`config.mk`:
```
export PLATFORM = sky130hd
export DESIGN_NAME = sram_port_arbiter
export DESIGN_NICKNAME = d
export VERILOG_FILES = /design/src/rtl/sram_port_arbiter.sv
export SDC_FILE = /design/constraint.sdc
export NUM_CORES = 1
export LEC_CHECK = 0
export ABC_AREA = 1
export CORE_AREA = 4 4 173 175
export CTS_CLUSTER_DIAMETER = 80
export DETAILED_ROUTE_END_ITERATION = 10
export DIE_AREA = 0 0 177 179
export GPL_TIMING_DRIVEN = 0
export HOLD_SLACK_MARGIN = 0.03
export PLACE_DENSITY_LB_ADDON = 0.05
export SLEW_MARGIN = 10
export SYNTH_ARGS = -nofsm -noshare
export SYNTH_HDL_FRONTEND = slang
export SYNTH_SLANG_ARGS = --single-unit
```
`constraint.sdc`:
```
create_clock -name HCLK -period 1.9 [get_ports HCLK]
set_input_delay 0.475 -clock HCLK [delete_from_list [all_inputs] [get_ports HCLK]]
set_output_delay 0.475 -clock HCLK [all_outputs]
set_load 0.03 [all_outputs]
```
`src/rtl/sram_port_arbiter.sv`:
```
// -----------------------------------------------------------------------------
// sram_port_arbiter
//
// Shares one single-port SRAM macro (registered Do) between two requesters:
//   port 0 : AHB-lite SRAM slave path of the system bus
//   port 1 : DMA / auxiliary master
// At most one access is issued per cycle. On contention the winner is chosen
// round-robin (P0_PRIO=0) or by port-0 priority with a starvation limit
// (P0_PRIO=1). Read data returns one cycle after issue, straight from the
// macro's Do, so back-to-back accesses can be issued every cycle.
//
// Ports
//   HCLK, HRESETn          clock, synchronous active-low reset
//   reqN_valid/we/addr/wdata request from port N (we all-zero = read)
//   reqN_ready             combinational grant for port N
//   rspN_valid/rdata       one-cycle response pulse, rdata 0 for writes
//   SRAMWEN/CS0/ADDR/WDATA macro WE/EN/A/Di
//   SRAMRDATA              macro Do
//   contention             registered: both requests were valid last cycle
// -----------------------------------------------------------------------------
module sram_port_arbiter #(
   parameter int AW         = 10,
   parameter int DW         = 64,
   parameter bit P0_PRIO    = 1'b0,
   parameter int MAX_STREAK = 4
) (
   input  logic          HCLK,
   input  logic          HRESETn,
   // port 0
   input  logic          req0_valid,
   input  logic [DW/8-1:0] req0_we,
   input  logic [AW-1:0] req0_addr,
   input  logic [DW-1:0] req0_wdata,
   output logic          req0_ready,
   output logic          rsp0_valid,
   output logic [DW-1:0] rsp0_rdata,
   // port 1
   input  logic          req1_valid,
   input  logic [DW/8-1:0] req1_we,
   input  logic [AW-1:0] req1_addr,
   input  logic [DW-1:0] req1_wdata,
   output logic          req1_ready,
   output logic          rsp1_valid,
   output logic [DW-1:0] rsp1_rdata,
   // SRAM macro
   output logic [DW/8-1:0] SRAMWEN,
   output logic          SRAMCS0,
   output logic [AW-1:0] SRAMADDR,
   output logic [DW-1:0] SRAMWDATA,
   input  logic [DW-1:0] SRAMRDATA,
   // status
   output logic          contention
);

   localparam int        BW         = DW / 8;
   localparam int        NPORT      = 2;
   localparam logic [3:0] STREAK_MAX = 4'(MAX_STREAK);

   typedef struct packed {
      logic [BW-1:0] we;
      logic [AW-1:0] addr;
      logic [DW-1:0] wdata;
   } req_t;

   // request view as arrays so the datapath mux is indexed by the grant
   logic [NPORT-1:0]          req_valid;
   req_t [NPORT-1:0]          req;
   logic [NPORT-1:0]          rsp_valid;
   logic [NPORT-1:0][DW-1:0]  rsp_rdata;

   assign req_valid = {req1_valid, req0_valid};
   assign req[0]    = '{we: req0_we, addr: req0_addr, wdata: req0_wdata};
   assign req[1]    = '{we: req1_we, addr: req1_addr, wdata: req1_wdata};

   // --------------------------------------------------------------------------
   // state
   // --------------------------------------------------------------------------
   logic       last_grant_q, last_grant_d;
   logic [3:0] streak_q,     streak_d;
   logic       pend_v_q,     pend_v_d;
   logic       pend_port_q,  pend_port_d;
   logic       pend_rd_q,    pend_rd_d;
   logic       contention_q, contention_d;

   // --------------------------------------------------------------------------
   // grant
   // --------------------------------------------------------------------------
   logic gnt_v;   // some port is granted this cycle
   logic gnt_p;   // which one

   always_comb begin
      gnt_v = 1'b0;
      gnt_p = 1'b0;
      if (req0_valid && req1_valid) begin
         gnt_v = 1'b1;
         if (P0_PRIO)
            // port 0 keeps winning until it has taken MAX_STREAK grants in a
            // row against a waiting port 1
            gnt_p = (streak_q == STREAK_MAX);
         else
            gnt_p = ~last_grant_q;
      end else if (req0_valid) begin
         gnt_v = 1'b1;
         gnt_p = 1'b0;
      end else if (req1_valid) begin
         gnt_v = 1'b1;
         gnt_p = 1'b1;
      end
   end

   assign req0_ready = gnt_v && (gnt_p == 1'b0);
   assign req1_ready = gnt_v && (gnt_p == 1'b1);

   // --------------------------------------------------------------------------
   // SRAM drive: granted port straight through, all-zero when idle
   // --------------------------------------------------------------------------
   always_comb begin
      SRAMCS0   = 1'b0;
      SRAMWEN   = '0;
      SRAMADDR  = '0;
      SRAMWDATA = '0;
      if (gnt_v) begin
         SRAMCS0   = 1'b1;
         SRAMWEN   = req[gnt_p].we;
         SRAMADDR  = req[gnt_p].addr;
         SRAMWDATA = req[gnt_p].wdata;
      end
   end

   // --------------------------------------------------------------------------
   // next state
   // --------------------------------------------------------------------------
   always_comb begin
      last_grant_d = last_grant_q;
      streak_d     = streak_q;
      pend_v_d     = gnt_v;
      pend_port_d  = pend_port_q;
      pend_rd_d    = pend_rd_q;
      contention_d = req0_valid && req1_valid;
      if (gnt_v) begin
         last_grant_d = gnt_p;
         pend_port_d  = gnt_p;
         pend_rd_d    = ~|req[gnt_p].we;
         // streak counts port-0 wins only while port 1 is actually waiting
         if (!gnt_p && req1_valid)
            streak_d = (streak_q == STREAK_MAX) ? streak_q : streak_q + 4'd1;
         else
            streak_d = '0;
      end
   end

   always_ff @(posedge HCLK) begin
      if (!HRESETn) begin
         last_grant_q <= 1'b1;   // so port 0 wins the first tie
         streak_q     <= '0;
         pend_v_q     <= 1'b0;   // any in-flight response is dropped
         pend_port_q  <= 1'b0;
         pend_rd_q    <= 1'b0;
         contention_q <= 1'b0;
      end else begin
         last_grant_q <= last_grant_d;
         streak_q     <= streak_d;
         pend_v_q     <= pend_v_d;
         pend_port_q  <= pend_port_d;
         pend_rd_q    <= pend_rd_d;
         contention_q <= contention_d;
      end
   end

   assign contention = contention_q;

   // --------------------------------------------------------------------------
   // per-port response: rdata follows Do in the response cycle, otherwise
   // holds the last value delivered to that port
   // --------------------------------------------------------------------------
   for (genvar p = 0; p < NPORT; p++) begin : g_port
      logic          sel;
      logic [DW-1:0] rdata_d;
      logic [DW-1:0] rdata_q;

      assign sel          = pend_v_q && (pend_port_q == 1'(p));
      assign rdata_d      = pend_rd_q ? SRAMRDATA : '0;
      assign rsp_valid[p] = sel;
      assign rsp_rdata[p] = sel ? rdata_d : rdata_q;

      always_ff @(posedge HCLK) begin
         if (!HRESETn)
            rdata_q <= '0;
         else if (sel)
            rdata_q <= rdata_d;
      end
   end

   assign rsp0_valid = rsp_valid[0];
   assign rsp1_valid = rsp_valid[1];
   assign rsp0_rdata = rsp_rdata[0];
   assign rsp1_rdata = rsp_rdata[1];

endmodule
```
==> impl_metrics.json <==
{
  "ys_warn_count": 0,
  "synth_xor_xnor_area_share": 0,
  "wl_per_cell_um": 19.2,
  "violations": "negative setup slack",
  "dp_hpwl_mm": 27.7,
  "grt_max_degree": 17,
  "multi_input_area_mm2": 0.00360,
  "ys_ff_latch": 133,
  "grt_first_pass_wirelength_mm": 51.7,
  "fp-row-count": 62,
  "die_h_um": 179,
  "synth_compound_gate_area_share": 0.195,
  "fin_tns_setup_ns": -53.02,
  "drv_slew": 0,
  "die_area_mm2": 0.0317,
  "synth_top_family_by_area": "simple AND/OR/NAND/NOR gates",
  "port_buffers": 447,
  "place_area_mm2": 0.0117,
  "core_area_mm2": 0.0285,
  "maxCapViolations": 0,
  "worstPathArrival_ns": 1.75,
  "fin_ws_ns": -0.328,
  "numCtsBuffers": 17,
  "drcViolationCount": 0,
  "antenna_found_initial": 7,
  "num_vias": 8280,
  "first_iter_violations": 315,
  "final_net_count": 1745,
  "cp-end-kind": "output port",
  "cts_tree": "yes",
  "final_layout_size_suffix_gt1_frac": 0.332,
  "place.gp.congestion": 0.849,
  "cts_htree_levels": 4,
  "hold_ws_ns": 0.466,
  "initial_core_util": 0.236,
  "num_io_pins": 448,
  "cts_root_buf": "clkbuf_16",
  "powerDensity_mw_per_mm2": 668,
  "yosys.area_share.simple": 0.274,
  "reg2reg_to": "g_port[1].rdata_q[21]",
  "setup_viol_count_final": 219,
  "hold_viol": 0,
  "dr.pass1.iters": 4,
  "clkLatencyLatePin_ns": 0.42,
  "fmax_mhz": 449,
  "fp.dieW_um": 177,
  "grt_use_total": 0.218,
  "tightest_slew_ns": 0.599,
  "r2r_cells": 14,
  "holdPathStages": 2,
  "clkSinkCount": 133,
  "rsz0062_at_grt": "true",
  "totalWireLength_mm": 36.8,
  "fin_crit_sh": 1.17,
  "final_core_util": 0.479,
  "hold_buffers": 0,
  "worstHoldStart": "g_port[0].rdata_q[33]",
  "syn_inst": 982,
  "hp-class": "reg -> reg",
  "overflow": 0,
  "relSlewSlack": 0.600,
  "synth_area_mm2": 0.00671,
  "clkTransAtPathRegs_ns": 0.06,
  "synth_area_per_cell_um2": 6.83,
  "yosys-mux-area-fraction": 0,
  "viasPerCell": 4.33,
  "synth_cell_types": 21,
  "crit_fanout": 5,
  "worstSetupStartpointType": "flop",
  "postLayoutCellArea_mm2": 0.0137,
  "yosys.area_share.adder": 0,
  "crit_required_ns": 1.42,
  "grt_pass1_vias": 8307,
  "final-seq-area_mm2": 0.00267,
  "fill_cells": 2918,
  "fin_skew_ns": 0.0135,
  "p_leak_uw": 0.00716,
  "status": "complete, but fails checks",
  "r2r_start": "pend_port_q",
  "worst-setup-path-type": "reg -> out",
  "clockBufferDepth": 2,
  "period_needed_ns": 2.23,
  "synth-seq-area-share": 0.397,
  "detail-route-antenna-nets": 0,
  "min_to": "g_port[0].rdata_q[33]",
  "area_growth_pct": 103,
  "reg2reg_setup_slack_ns": -0.32,
  "synth_nets": 1214,
  "vdd_drop_max_v": 0.000511
}
==> critical path: stages, from the launching register on <==
cell,delay (ns)
dfxtp_2,0.35
nand2_4,0.06
nand2_4,0.08
inv_4,0.04
buf_6,0.13
clkbuf_16,0.16
buf_8,0.13
a22o_1,0.25
buf_6,0.14
==> power by group <==
group          switching [uW]  internal, uW  total, uW  leakage [uW]
logic                    1580          1550       3130       0.00583
clock network            1370          1740       3110      0.000256
registers                21.4          2860       2890       0.00108
==> synth_stat cells, drive strengths merged <==
library cell / count / area share
clkbuf: 31 / 0.018
a22o: 74 / 0.097
nand2: 283 / 0.16
nand3: 1 / 0.00075
nand3b: 7 / 0.0078
inv: 142 / 0.079
a21oi: 66 / 0.049
o21ai: 66 / 0.049
dfxtp: 133 / 0.40
nor2: 79 / 0.045
buf: 35 / 0.036
clkinv: 1 / 0.00056
or2: 64 / 0.060
==> cell type report <==
| cell class | count | share of cell area |
|---|---|---|
| clock buffer | 19 | 0.0324 |
| timing repair buffer | 514 | 0.372 |
| sequential | 133 | 0.196 |
| buffer | 64 | 0.0526 |
| clock inverter | 13 | 0.00807 |
| tap | 384 | 0.0352 |
| multi-input combinational | 640 | 0.263 |
| antenna | 3 | 0.000550 |
| inverter | 143 | 0.0401 |
==> layer usage <==
metal  global-route usage  share of wire  vias to the layer above
met5                    0         0.0020                        -
met4               0.0538          0.017                       10
met3               0.0780          0.083                       46
met2                0.360           0.47                      284
met1                0.273           0.43                     3790
li1                     -              -                     4150
==> kinds of logic (layout without fill, tap and decap cells) <==
group,Yosys count,count (layout)
AOI/OAI and AO/OA,206,206
buffers and inverters,209,753
DFF,133,133
other,0,3
and+or+nand+nor,434,434
==> timing repair <==
item | CTS | global route
buffers inserted | 38 | 17
gates resized for setup | 1440 | 289
endpoints found under the setup margin | 267 | 306
gates cloned | 5 | 8
pin swaps | 9 | 46
==> sequential cells by signal, indices dropped and copies added, names as in the netlist <==
name	cells
last_grant_q	1
pend_rd_q	1
contention	1
pend_port_q	1
g_port.rdata_q	128
pend_v_q	1
==> placed cells by master (no fill, tap or decap), types with 6 or more instances in the layout <==
| cell | n |
|---|---|
| a21oi_1 | 66 |
| a22o_1 | 60 |
| a22o_4 | 9 |
| buf_12 | 10 |
| buf_2 | 33 |
| buf_4 | 96 |
| buf_6 | 141 |
| buf_8 | 18 |
| clkbuf_1 | 13 |
| clkbuf_16 | 27 |
| clkbuf_4 | 16 |
| clkdlybuf4s50_1 | 231 |
| dfxtp_1 | 129 |
| inv_1 | 129 |
| inv_2 | 10 |
| inv_6 | 7 |
| nand2_1 | 264 |
| nand2_2 | 16 |
| nand3b_1 | 7 |
| nor2_1 | 74 |
| o21ai_1 | 17 |
| o21ai_2 | 40 |
| o21ai_4 | 6 |
| or2_0 | 14 |
| or2_2 | 15 |
| or2_4 | 31 |
==> stage by stage <==
step	instances	power, uW	setup WS [ns]
2_1_floorplan	982	4220	0.0299
3_3_place_gp	1813	5570	-1.39
3_5_place_dp	1813	5560	-1.42
6_report	1913	9120	-0.328
4_1_cts	1888	8980	-0.389
5_1_grt	1911	9530	-0.419
==> worst max-delay path by stage <==
stage                     cells after the start  slack (ns)         start               endpoint
final                                         8       -0.33  last_grant_q          SRAMWDATA[40]
after global routing                         14       -0.42   pend_port_q  g_port[1].rdata_q[21]
after CTS                                     7       -0.39  last_grant_q            SRAMADDR[3]
after detailed placement                      9       -1.42    req0_valid          SRAMWDATA[20]
after global placement                        9       -1.39    req0_valid          SRAMWDATA[20]
after floorplan                               5        0.03    req0_valid          SRAMWDATA[10]
(Power assumes the default switching activity.)
